<file path="src/rtl/led_marker_monitor_if.sv">
// LED marquee observation bus: the observed LED lines plus the decoded marker state.
// master drives led_in (bench/board side); slave is the monitor.
interface led_marker_monitor_if #(
  parameter int CW = 8
);
  logic [15:0]   led_in;
  logic [3:0]    pos1;
  logic [3:0]    pos3;
  logic          dir1;
  logic          dir3;
  logic          step1;
  logic          step3;
  logic [CW-1:0] cnt1;
  logic [CW-1:0] cnt3;
  logic          valid;
  logic          overlap;
  logic          err;

  modport master (
    output led_in,
    input  pos1, pos3, dir1, dir3, step1, step3, cnt1, cnt3, valid, overlap, err
  );

  modport slave (
    input  led_in,
    output pos1, pos3, dir1, dir3, step1, step3, cnt1, cnt3, valid, overlap, err
  );
endinterface

</file>
<file path="src/rtl/led_marker_monitor.sv">
// Two-marker LED marquee observer: synchronizes and debounces the bus, decodes both
// marker positions on each stable value, and tracks direction/step counts per marker.
module led_marker_monitor #(
  parameter int STABLE = 4,
  parameter int CW     = 8
) (
  input  logic                 clk,
  input  logic                 rst,
  led_marker_monitor_if.slave  bus
);
  localparam int CNT_W = $clog2(STABLE + 1);

  typedef enum logic {
    ST_UNLOCKED = 1'b0,
    ST_LOCKED   = 1'b1
  } state_e;

  state_e           state_q, state_d;
  logic [15:0]      s1_q, s2_q;
  logic [15:0]      cand_q, cand_d;
  logic [CNT_W-1:0] cnt_q, cnt_d;
  logic [3:0]       pos1_q, pos1_d;
  logic [3:0]       pos3_q, pos3_d;
  logic             dir1_q, dir1_d;
  logic             dir3_q, dir3_d;
  logic             step1_q, step1_d;
  logic             step3_q, step3_d;
  logic [CW-1:0]    cnt1_q, cnt1_d;
  logic [CW-1:0]    cnt3_q, cnt3_d;
  logic             valid_q, valid_d;
  logic             ovl_q, ovl_d;
  logic             err_q, err_d;

  logic             commit;
  logic [4:0]       pc;
  logic [3:0]       iso;
  logic [3:0]       idx;
  logic             run3;
  logic             dec_ok;
  logic [3:0]       dec_p1;
  logic [3:0]       dec_p3;
  logic             dec_ovl;
  logic [3:0]       d1;
  logic [3:0]       d3;

  // Circular difference of 0 or +/-1 on the 16-position ring.
  function automatic logic within1(input logic [3:0] d);
    return (d == 4'd0) || (d == 4'd1) || (d == 4'd15);
  endfunction

  function automatic logic in_run3(input logic [3:0] p, input logic [3:0] start);
    logic [3:0] d;
    d = p - start;
    return d < 4'd3;
  endfunction

  assign commit = (s2_q == cand_q) && (cnt_q == CNT_W'(STABLE - 1));

  always_comb begin
    cand_d = cand_q;
    cnt_d  = cnt_q;
    if (s2_q != cand_q) begin
      cand_d = s2_q;
      cnt_d  = '0;
    end else if (cnt_q != CNT_W'(STABLE)) begin
      cnt_d  = cnt_q + CNT_W'(1);
    end
  end

  always_comb begin
    pc      = '0;
    iso     = '0;
    idx     = '0;
    run3    = 1'b0;
    dec_ok  = 1'b0;
    dec_p1  = pos1_q;
    dec_p3  = pos3_q;
    dec_ovl = 1'b0;
    for (int i = 0; i < 16; i++) begin
      pc = pc + 5'(cand_q[i]);
    end
    for (int i = 0; i < 16; i++) begin
      if (cand_q[i] && !cand_q[4'(i) - 4'd1] && !cand_q[4'(i) + 4'd1]) begin
        iso = 4'(i);
      end
    end
    // Each pattern class has at most one matching start index, so no priority issues.
    for (int i = 0; i < 16; i++) begin
      idx  = 4'(i);
      run3 = cand_q[idx] && cand_q[idx + 4'd1] && cand_q[idx + 4'd2];
      if (pc == 5'd4 && run3 && !cand_q[idx - 4'd1] && !cand_q[idx + 4'd3]) begin
        dec_ok = 1'b1;
        dec_p3 = idx + 4'd1;
        dec_p1 = iso;
      end else if (pc == 5'd4 && run3 && cand_q[idx + 4'd3]) begin
        if (within1(pos1_q - idx)) begin
          dec_ok = 1'b1;
          dec_p1 = idx;
          dec_p3 = idx + 4'd2;
        end else if (within1(pos1_q - (idx + 4'd3))) begin
          dec_ok = 1'b1;
          dec_p1 = idx + 4'd3;
          dec_p3 = idx + 4'd1;
        end
      end else if (pc == 5'd3 && run3) begin
        dec_ovl = 1'b1;
        dec_p3  = idx + 4'd1;
        if (in_run3(pos1_q, idx)) begin
          dec_ok = 1'b1;
          dec_p1 = pos1_q;
        end else if (in_run3(pos1_q + 4'd1, idx)) begin
          dec_ok = 1'b1;
          dec_p1 = pos1_q + 4'd1;
        end else if (in_run3(pos1_q - 4'd1, idx)) begin
          dec_ok = 1'b1;
          dec_p1 = pos1_q - 4'd1;
        end
      end
    end
  end

  assign d1 = dec_p1 - pos1_q;
  assign d3 = dec_p3 - pos3_q;

  always_comb begin
    state_d = state_q;
    pos1_d  = pos1_q;
    pos3_d  = pos3_q;
    dir1_d  = dir1_q;
    dir3_d  = dir3_q;
    step1_d = 1'b0;
    step3_d = 1'b0;
    cnt1_d  = cnt1_q;
    cnt3_d  = cnt3_q;
    valid_d = valid_q;
    ovl_d   = ovl_q;
    err_d   = err_q;
    if (commit) begin
      if (!dec_ok || (state_q == ST_LOCKED && !(within1(d1) && within1(d3)))) begin
        err_d   = 1'b1;
        valid_d = 1'b0;
      end else begin
        err_d   = 1'b0;
        valid_d = 1'b1;
        ovl_d   = dec_ovl;
        pos1_d  = dec_p1;
        pos3_d  = dec_p3;
        state_d = ST_LOCKED;
        // The first lock after reset only loads positions.
        if (state_q == ST_LOCKED) begin
          if (d1 != 4'd0) begin
            step1_d = 1'b1;
            dir1_d  = (d1 == 4'd1);
            cnt1_d  = cnt1_q + CW'(1);
          end
          if (d3 != 4'd0) begin
            step3_d = 1'b1;
            dir3_d  = (d3 == 4'd1);
            cnt3_d  = cnt3_q + CW'(1);
          end
        end
      end
    end
  end

  always_ff @(posedge clk) begin
    if (rst) begin
      state_q <= ST_UNLOCKED;
      s1_q    <= '0;
      s2_q    <= '0;
      cand_q  <= '0;
      cnt_q   <= '0;
      pos1_q  <= 4'd15;
      pos3_q  <= 4'd14;
      dir1_q  <= 1'b0;
      dir3_q  <= 1'b0;
      step1_q <= 1'b0;
      step3_q <= 1'b0;
      cnt1_q  <= '0;
      cnt3_q  <= '0;
      valid_q <= 1'b0;
      ovl_q   <= 1'b0;
      err_q   <= 1'b0;
    end else begin
      state_q <= state_d;
      s1_q    <= bus.led_in;
      s2_q    <= s1_q;
      cand_q  <= cand_d;
      cnt_q   <= cnt_d;
      pos1_q  <= pos1_d;
      pos3_q  <= pos3_d;
      dir1_q  <= dir1_d;
      dir3_q  <= dir3_d;
      step1_q <= step1_d;
      step3_q <= step3_d;
      cnt1_q  <= cnt1_d;
      cnt3_q  <= cnt3_d;
      valid_q <= valid_d;
      ovl_q   <= ovl_d;
      err_q   <= err_d;
    end
  end

  assign bus.pos1    = pos1_q;
  assign bus.pos3    = pos3_q;
  assign bus.dir1    = dir1_q;
  assign bus.dir3    = dir3_q;
  assign bus.step1   = step1_q;
  assign bus.step3   = step3_q;
  assign bus.cnt1    = cnt1_q;
  assign bus.cnt3    = cnt3_q;
  assign bus.valid   = valid_q;
  assign bus.overlap = ovl_q;
  assign bus.err     = err_q;
endmodule

</file>
<file path="src/flat_wrapper.sv">
// flat-port wrapper written by rule: the top's interface ports become plain ports
module led_marker_monitor_flat 
#(
  parameter int STABLE = 4,
  parameter int CW     = 8
)
  (clk, rst, bus_led_in, bus_pos1, bus_pos3, bus_dir1, bus_dir3, bus_step1, bus_step3, bus_cnt1, bus_cnt3, bus_valid, bus_overlap, bus_err);
  led_marker_monitor_if #(.CW(CW)) bus_i ();
  input  logic clk;
  input  logic rst;
  input wire logic [$bits(bus_i.led_in)-1:0] bus_led_in;
  output wire logic [$bits(bus_i.pos1)-1:0] bus_pos1;
  output wire logic [$bits(bus_i.pos3)-1:0] bus_pos3;
  output wire logic [$bits(bus_i.dir1)-1:0] bus_dir1;
  output wire logic [$bits(bus_i.dir3)-1:0] bus_dir3;
  output wire logic [$bits(bus_i.step1)-1:0] bus_step1;
  output wire logic [$bits(bus_i.step3)-1:0] bus_step3;
  output wire logic [$bits(bus_i.cnt1)-1:0] bus_cnt1;
  output wire logic [$bits(bus_i.cnt3)-1:0] bus_cnt3;
  output wire logic [$bits(bus_i.valid)-1:0] bus_valid;
  output wire logic [$bits(bus_i.overlap)-1:0] bus_overlap;
  output wire logic [$bits(bus_i.err)-1:0] bus_err;
  assign bus_i.led_in = bus_led_in;
  assign bus_pos1 = bus_i.pos1;
  assign bus_pos3 = bus_i.pos3;
  assign bus_dir1 = bus_i.dir1;
  assign bus_dir3 = bus_i.dir3;
  assign bus_step1 = bus_i.step1;
  assign bus_step3 = bus_i.step3;
  assign bus_cnt1 = bus_i.cnt1;
  assign bus_cnt3 = bus_i.cnt3;
  assign bus_valid = bus_i.valid;
  assign bus_overlap = bus_i.overlap;
  assign bus_err = bus_i.err;
  led_marker_monitor #(.STABLE(STABLE), .CW(CW)) u_core (.clk(clk), .rst(rst), .bus(bus_i));
endmodule
</file>
<file path="config.mk">
export PLATFORM = sky130hd
export DESIGN_NAME = led_marker_monitor_flat
export DESIGN_NICKNAME = d
export VERILOG_FILES = /design/src/rtl/led_marker_monitor_if.sv /design/src/rtl/led_marker_monitor.sv /design/src/flat_wrapper.sv
export SDC_FILE = /design/constraint.sdc
export NUM_CORES = 1
export LEC_CHECK = 0
export ABC_CLOCK_PERIOD_IN_PS = 12000
export CORE_ASPECT_RATIO = 1.25
export CORE_MARGIN = 8
export CORE_UTILIZATION = 55
export DETAILED_ROUTE_END_ITERATION = 8
export PLACE_DENSITY_LB_ADDON = 0.05
export SLEW_MARGIN = 0
export SYNTH_ARGS = -nofsm -noshare
export SYNTH_HDL_FRONTEND = slang
export SYNTH_SLANG_ARGS = --single-unit
</file>
<file path="constraint.sdc">
create_clock -name clk -period 12 [get_ports clk]
set_input_delay 1.8 -clock clk [delete_from_list [all_inputs] [get_ports clk]]
set_output_delay 1.8 -clock clk [all_outputs]
set_load 0.05 [all_outputs]
</file>
### After elaboration in Yosys (flattened, before gate mapping)

Index checks and enable logic that the tools add are counted.

| word-level totals | value |
|---|---|
| register bits | 83 |
| bits of input ports | 18 |
| output and inout bits | 31 |
| logic and storage cells | 802 |

| cells by class | value |
|---|---|
| add/sub/neg operators | 66 |
| magnitude comparators | 47 |
| eq/ne operators | 42 |
| mux-type cells | 403 |
| bitwise logic cells | 3 |
| reductions and logical operators | 225 |

Operators with widths:

| cell | count |
|---|---|
| $mux W4 | 216 |
| $lt A4 B2 Y1 const B | 47 |
| $mux W1 | 181 |
| $logic_and A1 B1 Y1 | 145 |
| $sub A4 B4 Y4 const B | 24 |
| $eq A4 B1 Y1 const B | 18 |
| $eq A4 B4 Y1 const B | 18 |
| $logic_not A4 Y1 | 18 |
| $add A5 B1 Y5 | 14 |
| $sub A4 B3 Y4 const B | 12 |
| $logic_or A1 B1 Y1 | 37 |
| $sub A4 B2 Y4 const B | 6 |
| $logic_not A1 Y1 | 18 |
| $add A8 B1 Y8 const B | 2 |
| $eq A16 B16 Y1 | 1 |
| $ne A16 B16 Y1 | 1 |
| $mux W3 | 4 |
| $sub A4 B1 Y4 const B | 3 |
| $reduce_and A4 Y1 | 2 |
| $reduce_bool A4 Y1 | 2 |
| $sub A4 B4 Y4 | 2 |
| $eq A5 B2 Y1 const B | 1 |
| $eq A5 B3 Y1 const B | 1 |
| $add A4 B1 Y4 const B | 1 |
| other kinds (9) | 12 |

### Depth between registers and ports, before layout

Gate-level depths: netlist of the first run.

| depth | value |
|---|---|
| word-level depth | 120 |
| gate-level depth with buffers | 43 |
| gate-level depth less buffers | 38 |

### Worst setup path after synthesis of the first run

Ideal clock, no wire load.

| timing | value |
|---|---|
| path kind | reg2reg |
| from | register u_core.cand_q[0] |
| to | register u_core.pos1_q[0], in the netlist u_core.bus.pos1[0] |
| library setup time | 0.120 ns |
| data arrival time | 9.257 ns |
| data required time | 11.880 ns |
| slack | 2.624 ns |
| stages on the path, launching flop included | 40 |
| buffers on the path | 5 |
| clock period less this slack | 9.376 ns |
| cells stage by stage | dfxtp_1 clkbuf_1 inv_1 ha_1 fa_1 inv_1 fa_1 fa_1 inv_1 fa_1 fa_1 fa_1 nand3b_1 or2_1 buf_2 nor3_2 buf_2 buf_2 [4 not listed] a211oi_1 o311ai_0 a31oi_1 a31oi_1 o31ai_1 ha_1 a21o_1 a21o_1 xnor2_1 nand4b_1 a31oi_1 and2_1 a311oi_1 nand2_1 o21a_1 or2_1 buf_6 a211o_1 |

| between the ends | value |
|---|---|
| word-level cells in the longest chain between the ends | 120 |
| elaborated cells on any way between the ends | 466 |
| those cells by class | add/sub (17); eq/ne (7); mux (339); bitwise (1); reduce/logical (102) |

Ends and longest elaborated chain:

| item | line | source |
|---|---|---|
| start, declared | led_marker_monitor.sv:20 | `logic [15:0] cand_q, cand_d;` |
| start signal, assigned | led_marker_monitor.sv:188 | `cand_q <= cand_d;` |
| $add A1 B1 Y2 | led_marker_monitor.sv:80 | `pc = pc + 5'(cand_q[i]);` |
| $add A5 B1 Y5 (14 in series) | led_marker_monitor.sv:80 |  |
| $eq A5 B2 Y1 or $eq A5 B3 Y1 (tied branches) | led_marker_monitor.sv:105, led_marker_monitor.sv:91, led_marker_monitor.sv:95 |  |
| $logic_and A1 B1 Y1, on equally long branches | led_marker_monitor.sv:105, led_marker_monitor.sv:91, led_marker_monitor.sv:95 |  |
| $mux W4, or another cell as far along | led_marker_monitor.sv:105 | `end else if (pc == 5'd3 && run3) begin` |
| $mux W4 or $logic_and A1 B1 Y1 (tied branches) | led_marker_monitor.sv:95, led_marker_monitor.sv:91 |  |
| $mux W4 | led_marker_monitor.sv:91 | `if (pc == 5'd4 && run3 && !cand_q[idx - 4'd1] && !cand_q[idx + 4'd3]) begin` |
| $mux W4 | led_marker_monitor.sv:114 | `end else if (in_run3(pos1_q - 4'd1, idx)) begin` |
| [89 not listed] | n/a |  |
| net u_core.dec_p1[1] | led_marker_monitor.sv:40 | `logic [3:0] dec_p1;` |
| [2 not listed] | n/a |  |
| $logic_or A1 B1 Y1 | led_marker_monitor.sv:48 | `return (d == 4'd0) \|\| (d == 4'd1) \|\| (d == 4'd15);` |
| $logic_or A1 B1 Y1 * | led_marker_monitor.sv:48 |  |
| $logic_and A1 B1 Y1 * | led_marker_monitor.sv:139 | `if (!dec_ok \|\| (state_q == ST_LOCKED && !(within1(d1) && within1(d3)))) begin` |
| $logic_not A1 Y1 * | led_marker_monitor.sv:139 |  |
| $logic_and A1 B1 Y1 * | led_marker_monitor.sv:139 |  |
| $logic_or A1 B1 Y1 * | led_marker_monitor.sv:139 |  |
| $not A1 Y1 (no line) * | n/a |  |
| $reduce_and A2 Y1 (no line) * | n/a |  |
| end signal, assigned | led_marker_monitor.sv:190 | `pos1_q <= pos1_d;` |
| end, declared | led_marker_monitor.sv:22 | `logic [3:0] pos1_q, pos1_d;` |

The timed path passes the listed nets; every way through them passes the cells marked *.
A chain may end at the register's enable or synchronous reset.

### Final worst setup path of the first run

| timing | value |
|---|---|
| from | register u_core.cand_q[4] |
| to | register u_core.dir1_q, in the netlist u_core.bus.dir1 |

| between the ends | value |
|---|---|
| word-level cells in the longest chain between the ends | 117 |
| elaborated cells on any way between the ends | 464 |
| those cells by class | add/sub (14); eq/ne (7); mux (337); bitwise (1); reduce/logical (105) |

Ends and longest elaborated chain:

| item | line | source |
|---|---|---|
| $add A5 B1 Y5 (12 in series) | led_marker_monitor.sv:80 |  |
| $eq A5 B2 Y1 or $eq A5 B3 Y1 (tied branches) | led_marker_monitor.sv:105, led_marker_monitor.sv:91, led_marker_monitor.sv:95 |  |
| $logic_and A1 B1 Y1, on equally long branches | led_marker_monitor.sv:105, led_marker_monitor.sv:91, led_marker_monitor.sv:95 |  |
| $mux W4, or another cell as far along | led_marker_monitor.sv:105 |  |
| $mux W4 or $logic_and A1 B1 Y1 (tied branches) | led_marker_monitor.sv:95, led_marker_monitor.sv:91 |  |
| $mux W4 | led_marker_monitor.sv:91 |  |
| $mux W4 | led_marker_monitor.sv:114 |  |
| $mux W4 | led_marker_monitor.sv:111 | `end else if (in_run3(pos1_q + 4'd1, idx)) begin` |
| [88 not listed] | n/a |  |
| net u_core.dec_p1[1] | led_marker_monitor.sv:40 |  |
| [1 not listed] | n/a |  |
| $eq A4 B1 Y1 or $logic_not A4 Y1 (tied branches) | led_marker_monitor.sv:48, led_marker_monitor.sv:153 |  |
| $logic_or A1 B1 Y1 (2 in series) | led_marker_monitor.sv:48 |  |
| $logic_and A1 B1 Y1 | led_marker_monitor.sv:139 |  |
| $logic_not A1 Y1 | led_marker_monitor.sv:139 |  |
| $logic_and A1 B1 Y1 | led_marker_monitor.sv:139 |  |
| $logic_or A1 B1 Y1 | led_marker_monitor.sv:139 |  |
| $not A1 Y1 (no line) | n/a |  |
| $reduce_and A4 Y1 (no line) | n/a |  |
| end signal, assigned | led_marker_monitor.sv:192 | `dir1_q <= dir1_d;` |
| end, declared | led_marker_monitor.sv:24 | `logic dir1_q, dir1_d;` |

Marks and branches as above.

==> results of run 1 <==
-- cell usage in the layout (no fill, tap or decap), types with 17 or more instances in the layout --
| cell | n |
|---|---|
| nor2_1 | 152 |
| nand2_1 | 135 |
| a21oi_1 | 106 |
| o21ai_0 | 98 |
| dfxtp_1 | 80 |
| nand3_1 | 75 |
| nor3_1 | 64 |
| nor2b_1 | 63 |
| inv_1 | 49 |
| clkdlybuf4s50_1 | 47 |
| buf_4 | 41 |
| nand4_1 | 40 |
| xnor2_1 | 37 |
| a31oi_1 | 36 |
| ha_1 | 35 |
| nor4_1 | 28 |
| or3_1 | 27 |
| o211ai_1 | 27 |
| and2_1 | 20 |
| a211oi_1 | 20 |
| and3_1 | 19 |
| nand2b_1 | 18 |
| mux2i_1 | 18 |
| o31ai_1 | 18 |
| or4_1 | 17 |
-- cells by family (layout without fill, tap and decap cells) --
| kind of cell | count (synthesis) | after routing | share of synthesized area |
|---|---|---|---|
| simple gates | 720 | 720 | 0.336 |
| compound gates | 522 | 522 | 0.324 |
| buf+inv | 157 | 159 | 0.0595 |
| flops | 83 | 83 | 0.150 |
| xor+xnor | 49 | 49 | 0.0449 |
| fa+ha+maj | 47 | 47 | 0.0610 |
| mux | 26 | 26 | 0.0247 |
| other cells | 0 | 2 | 0 |
-- per-layer routing --
layer	vias to the layer above	wire [µm]	GRT usage
met5	-	46	0
met4	6	6090	0.384
met3	432	9090	0.196
met2	1352	24200	0.678
met1	6511	19200	0.524
li1	6063	-	-
-- flip-flops by register name (all words and copies together), names as in the netlist, 3 cells and up --
| register | flops |
|---|---|
| u_core.bus.cnt3 | 8 |
| u_core.bus.pos3 | 4 |
| u_core.cand_q | 16 |
| u_core.bus.cnt1 | 8 |
| u_core.cnt_q | 3 |
| u_core.s1_q | 16 |
| u_core.bus.pos1 | 4 |
| u_core.s2_q | 16 |
-- worst reg2reg max path, delay by kind of cell, from the launching register on --
family / cells / cell delay [ns]
flops: 1 / 0.66
simple gates: 8 / 2.32
compound gates: 11 / 3.71
xor+xnor: 1 / 0.16
mux: 1 / 0.29
buf+inv: 3 / 0.52
fa+ha+maj: 7 / 3.53
-- power by group through the flow --
stage	Clock [mW]	Sequential [mW]	Combinational (mW)
after global placement	0	0.297	0.0830
after detailed placement	0	0.297	0.0846
after global routing	0.294	0.292	0.0982
after floorplan	0	0.291	0.0583
after CTS	0.282	0.291	0.0857
final	0.282	0.292	0.0942
-- per-stage QoR --
step	worst slack [ns]	cells	utilization	power, mW	hold WS (ns)
after floorplan	2.62	1604	-	0.349	0.414
after global placement	1.28	1860	0.590	0.380	0.415
after detailed placement	0.999	1860	0.590	0.382	0.420
after CTS	0.901	1876	0.606	0.659	0.435
after global routing	0.209	1876	0.606	0.684	0.457
final	0.668	1878	0.606	0.669	0.434
-- path summary, 6_finish.rpt --
| path | startpoint | to | slack [ns] |
|---|---|---|---|
| worst max-delay path | u_core.cand_q[4] | u_core.bus.dir1 | 0.67 |
| worst min-delay path | u_core.s1_q[10] | u_core.s2_q[10] | 0.43 |
| worst max register to register | u_core.cand_q[4] | u_core.bus.dir1 | 0.67 |
| worst min register to register | u_core.s1_q[10] | u_core.s2_q[10] | 0.43 |
-- area by class of cell --
class | instances | area [µm²]
well taps | 270 | 338
repair buffers | 89 | 783
clock buffers | 11 | 253
multi-input cells | 1364 | 8790
diodes | 2 | 5.00
clock inverters | 5 | 61.3
inverters | 54 | 203
fillers | 1829 | 7860
flip-flops and latches | 83 | 1670
==> run summary, run 1 <==
Peak VDD IR: 0.000128 V
Initial antenna violation count: 6
Hold Path Stages: 1
Pwr per Cell Area: 55.2 mW/mm²
Final Max Tran Viols: 0
Startpoint class of the critical path: flip-flop
Crit share post-route: 0.944
DR DRC count: 21
CP Depth: 31
Syn nets: 1669
Setup Fix Bufs, Post-CTS: 0
Setup crit end kind: flip-flop
Leakage: 4.45 nW
Switching share of total power: 0.276
Most common flop cell mapped by yosys: dfxtp_1
Antenna Violating Nets Remaining: 0
Count leader, synth: nor2_1
Final instance area: 0.0121 mm²
Clk pwr share: 0.422
Wire length per cell: 31.2 µm
Critical path's top delay family: compound AO/OA/AOI/OAI gates
Overall Global Routing Usage: 0.468
Detail-routed via count per cell: 7.65
Vias in the first global route: 13.6k
Final Hold Viols: 0
Max_slew headroom: 0.105
Fmax: 88.2 MHz
R2r worst-path depth: 31
Final Skew: 0.00733 ns
Post-cts hold buffer count: 0
Clock transition at path regs: 0.06 ns
Vias: 14.4k
Crit path DAT: 11.52 ns
Most used cell, CP: fa_1
Sink count of the clock tree: 83
FF+latch count, synth: 83
CTS tree: yes
DRT iter0 DRCs: 2672
Largest net degree at the start of global routing: 84
Psw: 0.184 mW
Yosys warning total: 0
Post-synth top cells: nor2_1, nand2_1, a21oi_1, o21ai_0, dfxtp_1
Post-synth top area cell: dfxtp_1
Crit path max fanout: 15
Top post-synthesis cells by area: dfxtp_1, nor2_1, a21oi_1, nand2_1, o21ai_0
Share of cells above drive strength 1: 0.0704
Setup Viol. Count Final: 0
Mapped Area: 0.0111 mm²
Total CTS buffers: 9
Core Region: 0.0200 mm²
Worst hold path type: reg -> reg
Worst setup path class: reg -> reg
Post-synth cell types: 109
Pint: 0.484 mW
Die ar.: 0.0250 mm²
Clock buffer depth: 2
IO Pins: 49
WP buf/inv: 3
Clock Root Buffer: clkbuf_16
Vert. Die Dim: 175 µm
Comb power frac: 0.141
Sequential area share after synthesis: 0.150
Clk Latency, worst-skew pair: 0.33 ns
GP Congestion: 1.18
Area fraction of the dominant cell type after synthesis: 0.150
Buffers added on ports: 48
Tmin final: 11.33 ns
Drt first pass iters: 9
Number of flops mapped to enable cells by yosys: 0
Initial core utilization: 0.557
Critical path's slowest cell: o31ai_1
Failing checks: design-rule violations
Total congestion overflow: 0
Post-cts resize count: 0
H-tree Lvls: 3
Global-route wire length before repair: 87.1 mm
Setup TNS: 0 ns
Outcome: finished, violations left
RSZ-0062 raised after global routing: no
Cell Rows: 58
Async SR Flop Fraction: 0
Final nets: 1666
DP Area: 0.0118 mm²
Flop pwr share: 0.437
WL final: 58.6 mm
Area Growth Syn to Fin: 8.94%
Die width: 143 µm
Synth Area per Inst: 6.93 µm²
Worst slew pin tran: 1.31 ns
Slowest cell delay on critical path: 0.88 ns
WP data required: 12.19 ns
Max cap viols: 0
Cells after synthesis: 1604
Post-DP HPWL: 42.8 mm
(Power assumes the default switching activity.)
==> run 2: changes to the inputs <==
--- a/config.mk
+++ b/config.mk
@@ -9,8 +9,10 @@
 export CORE_ASPECT_RATIO = 1.25
 export CORE_MARGIN = 8
 export CORE_UTILIZATION = 55
+export CTS_CLUSTER_DIAMETER = 60
 export DETAILED_ROUTE_END_ITERATION = 8
 export PLACE_DENSITY_LB_ADDON = 0.05
+export SETUP_SLACK_MARGIN = 0.1
 export SLEW_MARGIN = 0
 export SYNTH_ARGS = -nofsm -noshare
 export SYNTH_HDL_FRONTEND = slang
==> results of run 2 <==
Final layout, timing and power as in run 1 (identical DEF).
